File: src/rtl/alu_ctrl_pkg.sv
// Shared encodings for the ALU operand-select sequencer: instruction classes,
// operand mux selects and FSM state encoding.
package alu_ctrl_pkg;

    localparam logic [2:0] CLS_R      = 3'd0;
    localparam logic [2:0] CLS_I      = 3'd1;
    localparam logic [2:0] CLS_LUI    = 3'd2;
    localparam logic [2:0] CLS_AUIPC  = 3'd3;
    localparam logic [2:0] CLS_BRANCH = 3'd4;
    localparam logic [2:0] CLS_JAL    = 3'd5;
    localparam logic [2:0] CLS_JALR   = 3'd6;
    localparam logic [2:0] CLS_ILL    = 3'd7;

    localparam logic [1:0] OPA_RS1  = 2'b00;
    localparam logic [1:0] OPA_PC   = 2'b01;
    localparam logic [1:0] OPA_ZERO = 2'b10;

    localparam logic [1:0] OPB_RS2  = 2'b00;
    localparam logic [1:0] OPB_4    = 2'b01;
    localparam logic [1:0] OPB_IMM  = 2'b10;

    typedef enum logic [1:0] {
        IDLE = 2'd0,
        EX1  = 2'd1,
        EX2  = 2'd2,
        DONE = 2'd3
    } state_t;

    // Classes that need a second ALU pass for the branch/jump target.
    function automatic logic is_two_pass(input logic [2:0] cls);
        return (cls == CLS_BRANCH) || (cls == CLS_JAL) || (cls == CLS_JALR);
    endfunction

endpackage

File: src/rtl/opsel_decode.sv
// Operand-mux select decode from registered {state, class}; selects stay
// 00/00 with no subtract outside the two execute passes.
module opsel_decode
    import alu_ctrl_pkg::*;
(
    input  state_t      i_state,
    input  logic [2:0]  i_cls,
    output logic [1:0]  o_opa_sel,
    output logic [1:0]  o_opb_sel,
    output logic        o_alu_sub
);

    always_comb begin
        o_opa_sel = OPA_RS1;
        o_opb_sel = OPB_RS2;
        o_alu_sub = 1'b0;
        if (i_state == EX1) begin
            case (i_cls)
                CLS_I: begin
                    o_opb_sel = OPB_IMM;
                end
                CLS_LUI: begin
                    o_opa_sel = OPA_ZERO;
                    o_opb_sel = OPB_IMM;
                end
                CLS_AUIPC: begin
                    o_opa_sel = OPA_PC;
                    o_opb_sel = OPB_IMM;
                end
                CLS_BRANCH: begin
                    o_alu_sub = 1'b1;
                end
                CLS_JAL, CLS_JALR: begin
                    o_opa_sel = OPA_PC;
                    o_opb_sel = OPB_4;
                end
                default: begin
                end
            endcase
        end else if (i_state == EX2) begin
            // Second pass computes the target.
            case (i_cls)
                CLS_BRANCH, CLS_JAL: begin
                    o_opa_sel = OPA_PC;
                    o_opb_sel = OPB_IMM;
                end
                CLS_JALR: begin
                    o_opa_sel = OPA_RS1;
                    o_opb_sel = OPB_IMM;
                end
                default: begin
                end
            endcase
        end
    end

endmodule

File: src/rtl/alu_opsel_sequencer.sv
// Execute-stage controller: sequences the shared ALU over one or two passes
// per instruction class and holds the captured results until accepted.
module alu_opsel_sequencer
    import alu_ctrl_pkg::*;
#(
    parameter int XLEN = 32
) (
    input  logic            clk,
    input  logic            rst,
    input  logic            in_valid,
    output logic            in_ready,
    input  logic [2:0]      in_cls,
    input  logic [XLEN-1:0] alu_res,
    output logic [1:0]      opa_sel,
    output logic [1:0]      opb_sel,
    output logic            alu_sub,
    output logic            out_valid,
    input  logic            out_ready,
    output logic [XLEN-1:0] out_res0,
    output logic [XLEN-1:0] out_res1,
    output logic            out_two,
    output logic            out_illegal
);

    state_t            r_state;
    logic [2:0]        r_cls;
    logic [XLEN-1:0]   r_res0;
    logic [XLEN-1:0]   r_res1;
    logic              r_two;
    logic              r_illegal;

    logic [1:0]        w_opa_sel;
    logic [1:0]        w_opb_sel;
    logic              w_alu_sub;

    always_ff @(posedge clk) begin
        if (rst) begin
            r_state   <= IDLE;
            r_cls     <= CLS_R;
            r_res0    <= '0;
            r_res1    <= '0;
            r_two     <= 1'b0;
            r_illegal <= 1'b0;
        end else begin
            case (r_state)
                IDLE: begin
                    if (in_valid) begin
                        r_cls     <= in_cls;
                        r_illegal <= (in_cls == CLS_ILL);
                        r_res1    <= '0;
                        r_two     <= 1'b0;
                        r_state   <= EX1;
                    end
                end
                EX1: begin
                    r_res0  <= alu_res;
                    r_state <= is_two_pass(r_cls) ? EX2 : DONE;
                end
                EX2: begin
                    // JALR targets are halfword-aligned by clearing bit 0.
                    r_res1  <= (r_cls == CLS_JALR) ? {alu_res[XLEN-1:1], 1'b0} : alu_res;
                    r_two   <= 1'b1;
                    r_state <= DONE;
                end
                DONE: begin
                    if (out_ready) begin
                        r_state <= IDLE;
                    end
                end
                default: r_state <= IDLE;
            endcase
        end
    end

    opsel_decode u_opsel_decode (
        .i_state   (r_state),
        .i_cls     (r_cls),
        .o_opa_sel (w_opa_sel),
        .o_opb_sel (w_opb_sel),
        .o_alu_sub (w_alu_sub)
    );

    assign in_ready    = (r_state == IDLE) && !rst;
    assign out_valid   = (r_state == DONE) && !rst;
    assign opa_sel     = rst ? OPA_RS1 : w_opa_sel;
    assign opb_sel     = rst ? OPB_RS2 : w_opb_sel;
    assign alu_sub     = rst ? 1'b0 : w_alu_sub;
    assign out_res0    = r_res0;
    assign out_res1    = r_res1;
    assign out_two     = r_two;
    assign out_illegal = r_illegal;

endmodule
File: config.mk
export PLATFORM = sky130hd
export DESIGN_NAME = alu_opsel_sequencer
export DESIGN_NICKNAME = d
export VERILOG_FILES = /design/src/rtl/alu_ctrl_pkg.sv /design/src/rtl/opsel_decode.sv /design/src/rtl/alu_opsel_sequencer.sv
export SDC_FILE = /design/constraint.sdc
export NUM_CORES = 1
export LEC_CHECK = 0
export CAP_MARGIN = 20
export CORE_MARGIN = 2
export CORE_UTILIZATION = 35
export CTS_CLUSTER_SIZE = 10
export DETAILED_ROUTE_END_ITERATION = 10
export DONT_BUFFER_PORTS = 1
export HOLD_SLACK_MARGIN = 0.05
export PLACE_DENSITY = 0.48
export SLEW_MARGIN = 20
export SYNTH_ARGS = -nofsm -noshare
export SYNTH_HDL_FRONTEND = slang
export SYNTH_HIERARCHICAL = 1
export SYNTH_SLANG_ARGS = --single-unit
File: constraint.sdc
create_clock -name clk -period 3.5 [get_ports clk]
set_clock_uncertainty 0.15 [all_clocks]
set_input_delay 0.175 -clock clk [delete_from_list [all_inputs] [get_ports clk]]
set_output_delay 0.175 -clock clk [all_outputs]
set_load 0.01 [all_outputs]
# --- After elaboration in Yosys (flattened, before gate mapping) ---
# Cells that the tools add are included.
# Widths: inputs -> output; s select.
op_classes:
  n_eq_ne: 12
  mux: 22
  reduce_logical: 15
op_table:
  columns: ["operator", "n"]
  rows:
  - ["$pmux 32 s2", 1]
  - ["$mux 32", 1]
  - ["$mux 2", 9]
  - ["$eq 3x3->1 const B", 4]
  - ["$reduce_or 3->1", 3]
  - ["$pmux 2 s2", 2]
  - ["$pmux 2 s4", 1]
  - ["$mux 1", 7]
  - ["$eq 3x2->1 const B", 2]
  - ["$reduce_and 2->1", 3]
  - ["$eq 2x2->1 const B", 2]
  - ["$ne 2x2->1 const B", 2]
  - ["$reduce_or 2->1", 2]
  - ["$eq 3x1->1 const B", 1]
  - ["$eq 2x1->1 const B", 1]
  - ["$logic_and 1x1->1", 2]
  - ["$logic_not 2->1", 1]
  - ["$logic_or 1x1->1", 2]
  - ["$pmux 1 s2", 1]
  - ["$reduce_bool 2->1", 1]
  - ["$logic_not 1->1", 1]
totals:
  register_bits: 71
  output_inout_bits: 73

# --- Depth between registers and ports, before layout ---
# Gate-level depths: netlist of run 1.
logic_depth:
  word_depth: 6
  ltp_mapped: 8

# --- Hierarchy ---
# Netlist of run 1, hierarchy kept.
modules_own_cells:
  columns: ["module", "n_inst", "cells_per_inst", "area_each_um2"]
  rows:
  - ["alu_opsel_sequencer", 1, 270, 2733.9]
  - ["opsel_decode", 1, 14, 93.8]

# --- Least setup slack after synthesis of run 1 ---
# Ideal clock, no wire load.
synth_path:
  kind: "flip-flop to flip-flop"
  from: "reg r_state[0]"
  to: "reg r_res1[17] (netlist: out_res1[17])"
  t_arrival_ns: 1.412
  required_time_ns: 3.222
  slack_ns: 1.810
  path_stages_with_launch: 8
  cell_sequence: "dfxtp_1 inv_1 ha_1 buf_4 mux2i_4 buf_2 a32oi_1 nor2_1"
synth_between:
  elab_chain_len: 3
synth_rtl:
  columns: ["item", "line", "rtl"]
  rows:
  - ["start: declaration", "alu_opsel_sequencer.sv:25", "state_t r_state;"]
  - ["start signal: assignment", "alu_opsel_sequencer.sv:57", "r_state <= is_two_pass(r_cls) ? EX2 : DONE;"]
  - ["$eq 2x2->1 or $logic_not 2->1 (tied branches)", "alu_opsel_sequencer.sv:45", "case (r_state)"]
  - ["$reduce_bool 2->1 (no source line) or $ne 2x2->1 (tied branches)", null, null]
  - ["$reduce_and 2->1 (no source line)", null, null]
  - ["end signal: assignment", "alu_opsel_sequencer.sv:61", "r_res1 <= (r_cls == CLS_JALR) ? {alu_res[XLEN-1:1], 1'b0} : alu_res;"]
  - ["end: declaration", "alu_opsel_sequencer.sv:28", "logic [XLEN-1:0] r_res1;"]
# Parallel ways exist; a longest one is shown, timed or not.
# A chain may end at the register's enable or synchronous reset.

# --- Final worst setup path of run 1 ---
layout_path:
  from: "reg r_state[0]"
  to: "reg r_res1[21] (netlist: out_res1[21])"
# Same word-level chain as after synthesis.

==> results of run 1 <==
-- sequential cells by signal (all words and copies together) (netlist names) --
signal / cells
out_res0: 32
out_res1: 32
out_illegal: 1
r_state: 2
out_two: 1
r_cls: 3
-- power by group through the flow --
stage | clock [mW] | combinational, mW | sequential (mW)
2_1_floorplan | 0 | 0.674 | 1.14
3_3_place_gp | 0 | 0.754 | 1.18
3_5_place_dp | 0 | 0.759 | 1.18
4_1_cts | 0.594 | 0.830 | 1.17
5_1_grt | 0.630 | 0.911 | 1.19
6_report | 0.559 | 0.823 | 1.16
-- critical path, stage by stage, from the launching register on --
cell	delay, ps
dfxtp_1	490
inv_1	130
ha_1	330
nand2b_1	610
buf_12	250
a32oi_1	110
nor2_1	130
dlygate4sd3_1	550
-- layout make-up --
| cell class | count | area [sq um] |
|---|---|---|
| tap | 102 | 128 |
| inverter | 3 | 11.3 |
| clock inverter | 6 | 36.3 |
| sequential | 71 | 1420 |
| fill | 762 | 4310 |
| clock buffer | 10 | 128 |
| timing repair buffer | 46 | 483 |
| multi-input combinational | 185 | 1250 |
-- through the flow --
stage	total power, mW	utilization (%)
4_1_cts	2.59	44.5
5_1_grt	2.73	44.5
6_report	2.55	44.5
3_3_place_gp	1.94	36.7
3_5_place_dp	1.94	36.7
2_1_floorplan	1.81	-
-- cell usage after synthesis (2+ instances only) --
library cell | n | area, sq um
a21oi_1 | 6 | 30.0
a32oi_1 | 31 | 272
buf_1 | 2 | 7.51
buf_2 | 11 | 55.1
buf_6 | 3 | 33.8
clkbuf_1 | 7 | 26.3
dfxtp_1 | 71 | 1420
ha_1 | 5 | 62.6
inv_1 | 3 | 11.3
mux2i_1 | 32 | 320
nand2_1 | 7 | 26.3
nand2b_1 | 4 | 25.0
nand3_1 | 6 | 30.0
nor2_1 | 64 | 240
nor2b_1 | 11 | 68.8
nor3_1 | 2 | 10.0
nor4b_1 | 2 | 17.5
o21ai_0 | 3 | 15.0
-- layer usage --
layer / wire length [microns] / part of all wire [%] / global-route usage, % / vias to the layer above
met5: 0 / 0 / 0 / -
met4: 69 / 0.98 / 4.35 / 0
met3: 676 / 9.6 / 8.19 / 6
met2: 3330 / 47 / 25.8 / 74
met1: 2970 / 42 / 19.8 / 993
li1: - / - / - / 1066
-- logic make-up after synthesis --
logic type                 synth area share (%)
muxes                                      12.1
adders and majority gates                  2.21
AOI/OAI and AO/OA                          13.0
DFF                                        50.3
buffers and inverters                      5.53
and+or+nand+nor                            16.5
xor gates and xnor gates                  0.310
-- path summary, 6_finish.rpt --
path / from / endpoint / slack, ps / cells past startpoint
worst min register to register: out_illegal / out_illegal / 360 / 2
worst min-delay path: in_valid / out_res1[0] / 210 / 3
worst max-delay path: r_state[0] / out_res1[21] / 700 / 7
worst max register to register: r_state[0] / out_res1[21] / 700 / 7
-- timing repair --
| action | in CTS | in global routing |
|---|---|---|
| hold endpoints to repair | 71 | 0 |
| hold buffers | 43 | 0 |
| setup endpoints to repair | 0 | 0 |
==> reports/metrics.csv, run 1 <==
metric;value;unit
start_kind;flop;
min_period;2800;ps
drive_above_1_share;8.41;%
grt_usage;16.4;%
overflow;0;
cap_violations;0;
htree_levels;3;
cp_data_required_time;3640;ps
first_iter_violations;76;
fin_cells;423;
status;completed;
ir_drop;0.290;mV
synthDistinctLibCells;32;
async_flop_share;0;%
drc_errors;0;
arrival;2930;ps
p_clk_share;21.9;%
start_util;36.4;%
mostFrequentLayoutCells;71 x dfxtp_1, 64 x nor2_1, 42 x dlygate4sd3_1, 32 x mux2i_1, 31 x a32oi_1;
place_ws;1120;ps
port_buffers;0;
p_sw;0.977;mW
maxSlewViolCount;0;
routed_via_density;5.06;
cts-root-buf;clkbuf_8;
synth_nets;328;
nets;360;
power.internal;1.57;mW
p_leak;1.27;nW
wirelength;7050;microns
fin_hold_ws;214;ps
syn2layout_area_growth;22.3;%
worstSetupPathType;flop to flop;
synth_edf_count;0;
tns;0;ps
synth_top_flop_cell;dfxtp_1;
grt_max_degree;72;
p_comb_share;32.3;%
hp-class;input pin to flop;
dr.pass1.iters;4;
num_vias;2139;
avgSynthCellArea;9.96;sq um
clkTransAtPathRegs;80;ps
seq_area_frac_synth;50.3;%
ys_ff_latch;71;
ctsResizeCount;0;
die_h;93.9;microns
numCtsBuffers;9;
layout_commonest_cell;dfxtp_1;
timing_hold_violations_final;0;
wire_per_inst;16.7;microns
insertion_delay;330;ps
die_w;93.9;microns
synthesis.area;2830;sq um
rsz0062_at_grt;false;
tightest_slew;1040;ps
finalSetupViolCount;0;
post_cts.repair.setup_buffers;0;
setup_ws;702;ps
p_sw_share;38.4;%
slew_headroom;29.4;%
power.density;736;nW/um^2
dieArea;8810;sq um
ios;112;
design_area;3460;sq um
dpl-instance-area;2850;sq um
yosysWarnings;6;
grt_pass1_wl;11100;microns
numPlacedInstances;364;
core;7770;sq um
antenna_found_initial;0;
ant_nets;0;
dp_hpwl;4160;microns
gp_congestion;0.755;
crit_fanout;20;
antenna_cells;0;
power_frac_seq;45.7;%
endpoint_kind;flop;
rows;32;
period_share;79.9;%
grt_pass1_vias;2116;
clock_path_buffers;2;
synthCells;284;
fmax;357;MHz
tritoncts;done;
cts.sinks;71;
No activity file was read; power rests on OpenSTA's default activity.
==> run 2: changes to the inputs <==
Clock period 3.5 ns to 2.9 ns, I/O delays scaled along.
==> run 2 against run 1 <==
Against the previous run:
- count of clock-buffer cells in the layout unchanged
- die area unchanged
- maximum frequency increased by 5.6%
- non-clock buffer count increased by 4
- critical endpoint is now out_res1[0]
- global-route usage increased by 0.17 points
- worst hold slack got worse by 130 ps
- first-iteration DRC count increased by 9.2%
- worst setup slack got worse by 450 ps
- final cell count increased by 0.71%
- critical path type unchanged
- final area increased by 3.0%
==> reports/metrics.csv, run 2 (synthesis gave the netlist of run 1 again) <==
metric;value;unit;change
overflow;0;;unchanged
cap_violations;0;;unchanged
path_buf_inv;3;;unchanged
cts.sinks;71;;unchanged
reg2reg_depth;7;;unchanged
start_kind;flop;;
cts-root-buf;clkbuf_8;;
num_vias;2180;;+1.9%
grt_max_degree;72;;unchanged
dpl-instance-area;2880;sq um;+0.97%
drc_errors;0;;unchanged
dp_hpwl;4200;microns;+1.1%
slowest_delay;580;ps;-30 ps
core;7770;sq um;unchanged
nets;364;;+1.1%
endpoint_kind;flop;;
crit_cells;7;;unchanged
dr.pass1.iters;4;;unchanged
tritoncts;done;;
numPlacedInstances;366;;+0.55%
area.sequential;1420;sq um;unchanged
multiInputGateArea;1250;sq um;unchanged
crit_fanout;18;;-10%
setup_ws;250;ps;-452 ps
antenna_cells;0;;unchanged
port_buffers;0;;unchanged
maxSlewViolCount;0;;unchanged
die_h;93.9;microns;unchanged
finalSetupViolCount;0;;unchanged
period_share;91.4;%;+11 points
routed_via_density;5.12;;+1.2%
insertion_delay;340;ps;about the same
slew_headroom;62.7;%;+33 points
dieArea;8810;sq um;unchanged
crit_family;buffers and inverters;;
power.density;932;nW/um^2;+27%
drive_above_1_share;8.95;%;+0.54 points
timing_hold_violations_final;0;;unchanged
finish.utilization;45.9;%;+1.3 points
syn2layout_area_growth;26.0;%;
mostFrequentLayoutCells;71 x dfxtp_1, 64 x nor2_1, 44 x dlygate4sd3_1, 32 x mux2i_1, 31 x a32oi_1;;
p_total;3.32;mW;+30%
rsz0062_at_grt;false;;
grt_usage;16.5;%;+0.17 points
antenna_found_initial;0;;unchanged
p_leak;1.33;nW;+4.0%
worstSetupPathType;flop to flop;;
arrival;2780;ps;-150 ps
layout_commonest_cell;dfxtp_1;;
rows;32;;unchanged
gp_congestion;0.739;;-2.0%
cp_data_required_time;3030;ps;-610 ps
die_w;93.9;microns;unchanged
grt_pass1_vias;2202;;+4.1%
design_area;3560;sq um;+3.0%
crit_chain;inv_1 > ha_1 > mux2i_4 > buf_12 > nand2_1 > a21oi_2 > dlygate4sd3_1;;
fmax;377;MHz;+5.6%
hold_depth;3;;unchanged
fin_hold_ws;85.4;ps;-129 ps
start_util;36.4;%;unchanged
wirelength;6950;microns;-1.4%
first_iter_violations;83;;+9.2%
hp-class;input pin to flop;;
ant_nets;0;;unchanged
status;completed;;
place_ws;744;ps;-376 ps
grt_pass1_wl;11300;microns;+1.2%
ios;112;;unchanged
tns;0;ps;unchanged
min_period;2650;ps;-148 ps
clkTransAtPathRegs;80;ps;about the same
wire_per_inst;16.3;microns;-2.1%
htree_levels;3;;unchanged
tightest_slew;547;ps;-489 ps
numCtsBuffers;9;;unchanged
fillers;797;;+4.6%
cp_slowest_cell;mux2i_4;;
clock_path_buffers;2;;unchanged
fin_cells;426;;+0.71%
ir_drop;0.484;mV;+67%
==> run 2: cell types whose count changed in the layout (fill, tap and decap cells not counted) <==
cell	previous run	this run
clkinv_2	4	1
bufinv_16	0	2
clkinv_4	0	2
dlygate4sd3_1	42	44
buf_12	1	2
buf_4	2	3
clkbuf_1	1	0
clkbuf_8	9	10
clkinvlp_4	1	0
inv_6	1	0
==> run 2: path summary, 6_finish.rpt <==
check | slack [ps] | to | from
max reg2reg | 250 | out_res1[0] | r_state[0]
max | 250 | out_res1[0] | r_state[0]
min | 90 | out_res1[15] | in_valid
min reg2reg | 360 | out_illegal | out_illegal
==> run 2: cell type report <==
class,count,area share (%)
clock buffers,10,3.86
clock inverters,5,2.32
inverters,3,0.316
multi-input cells,185,35.1
flip-flops and latches,71,39.9
well taps,102,3.58
repair buffers,50,14.9
==> run 2: worst min-delay path, cell delays in order <==
cell and delay [ps]:
mux2i_4 140, a32oi_1 190, nor2_1 50
==> run 2: what timing repair did <==
| item | CTS | global route |
|---|---|---|
| endpoints found under the hold margin | 71 | 0 |
| buffers inserted | 0 | 0 |
| hold buffers | 45 | 0 |
| gates resized for setup | 0 | 0 |
==> run 2: routing by layer <==
| metal | vias to the layer above | part of all wire [%] | track usage (%) |
|---|---|---|---|
| met5 | - | 0 | 0 |
| met4 | 0 | 0.98 | 6.40 |
| met3 | 8 | 7.7 | 6.18 |
| met2 | 70 | 45 | 25.3 |
| met1 | 1030 | 46 | 21.1 |
| li1 | 1072 | - | - |
==> run 2: report_power, final <==
part,leakage [nW],switching (mW),internal (mW),total [mW]
logic,0.636,0.574,0.467,1.04
clock network,0.112,0.373,0.505,0.877
registers,0.578,0.238,1.17,1.40
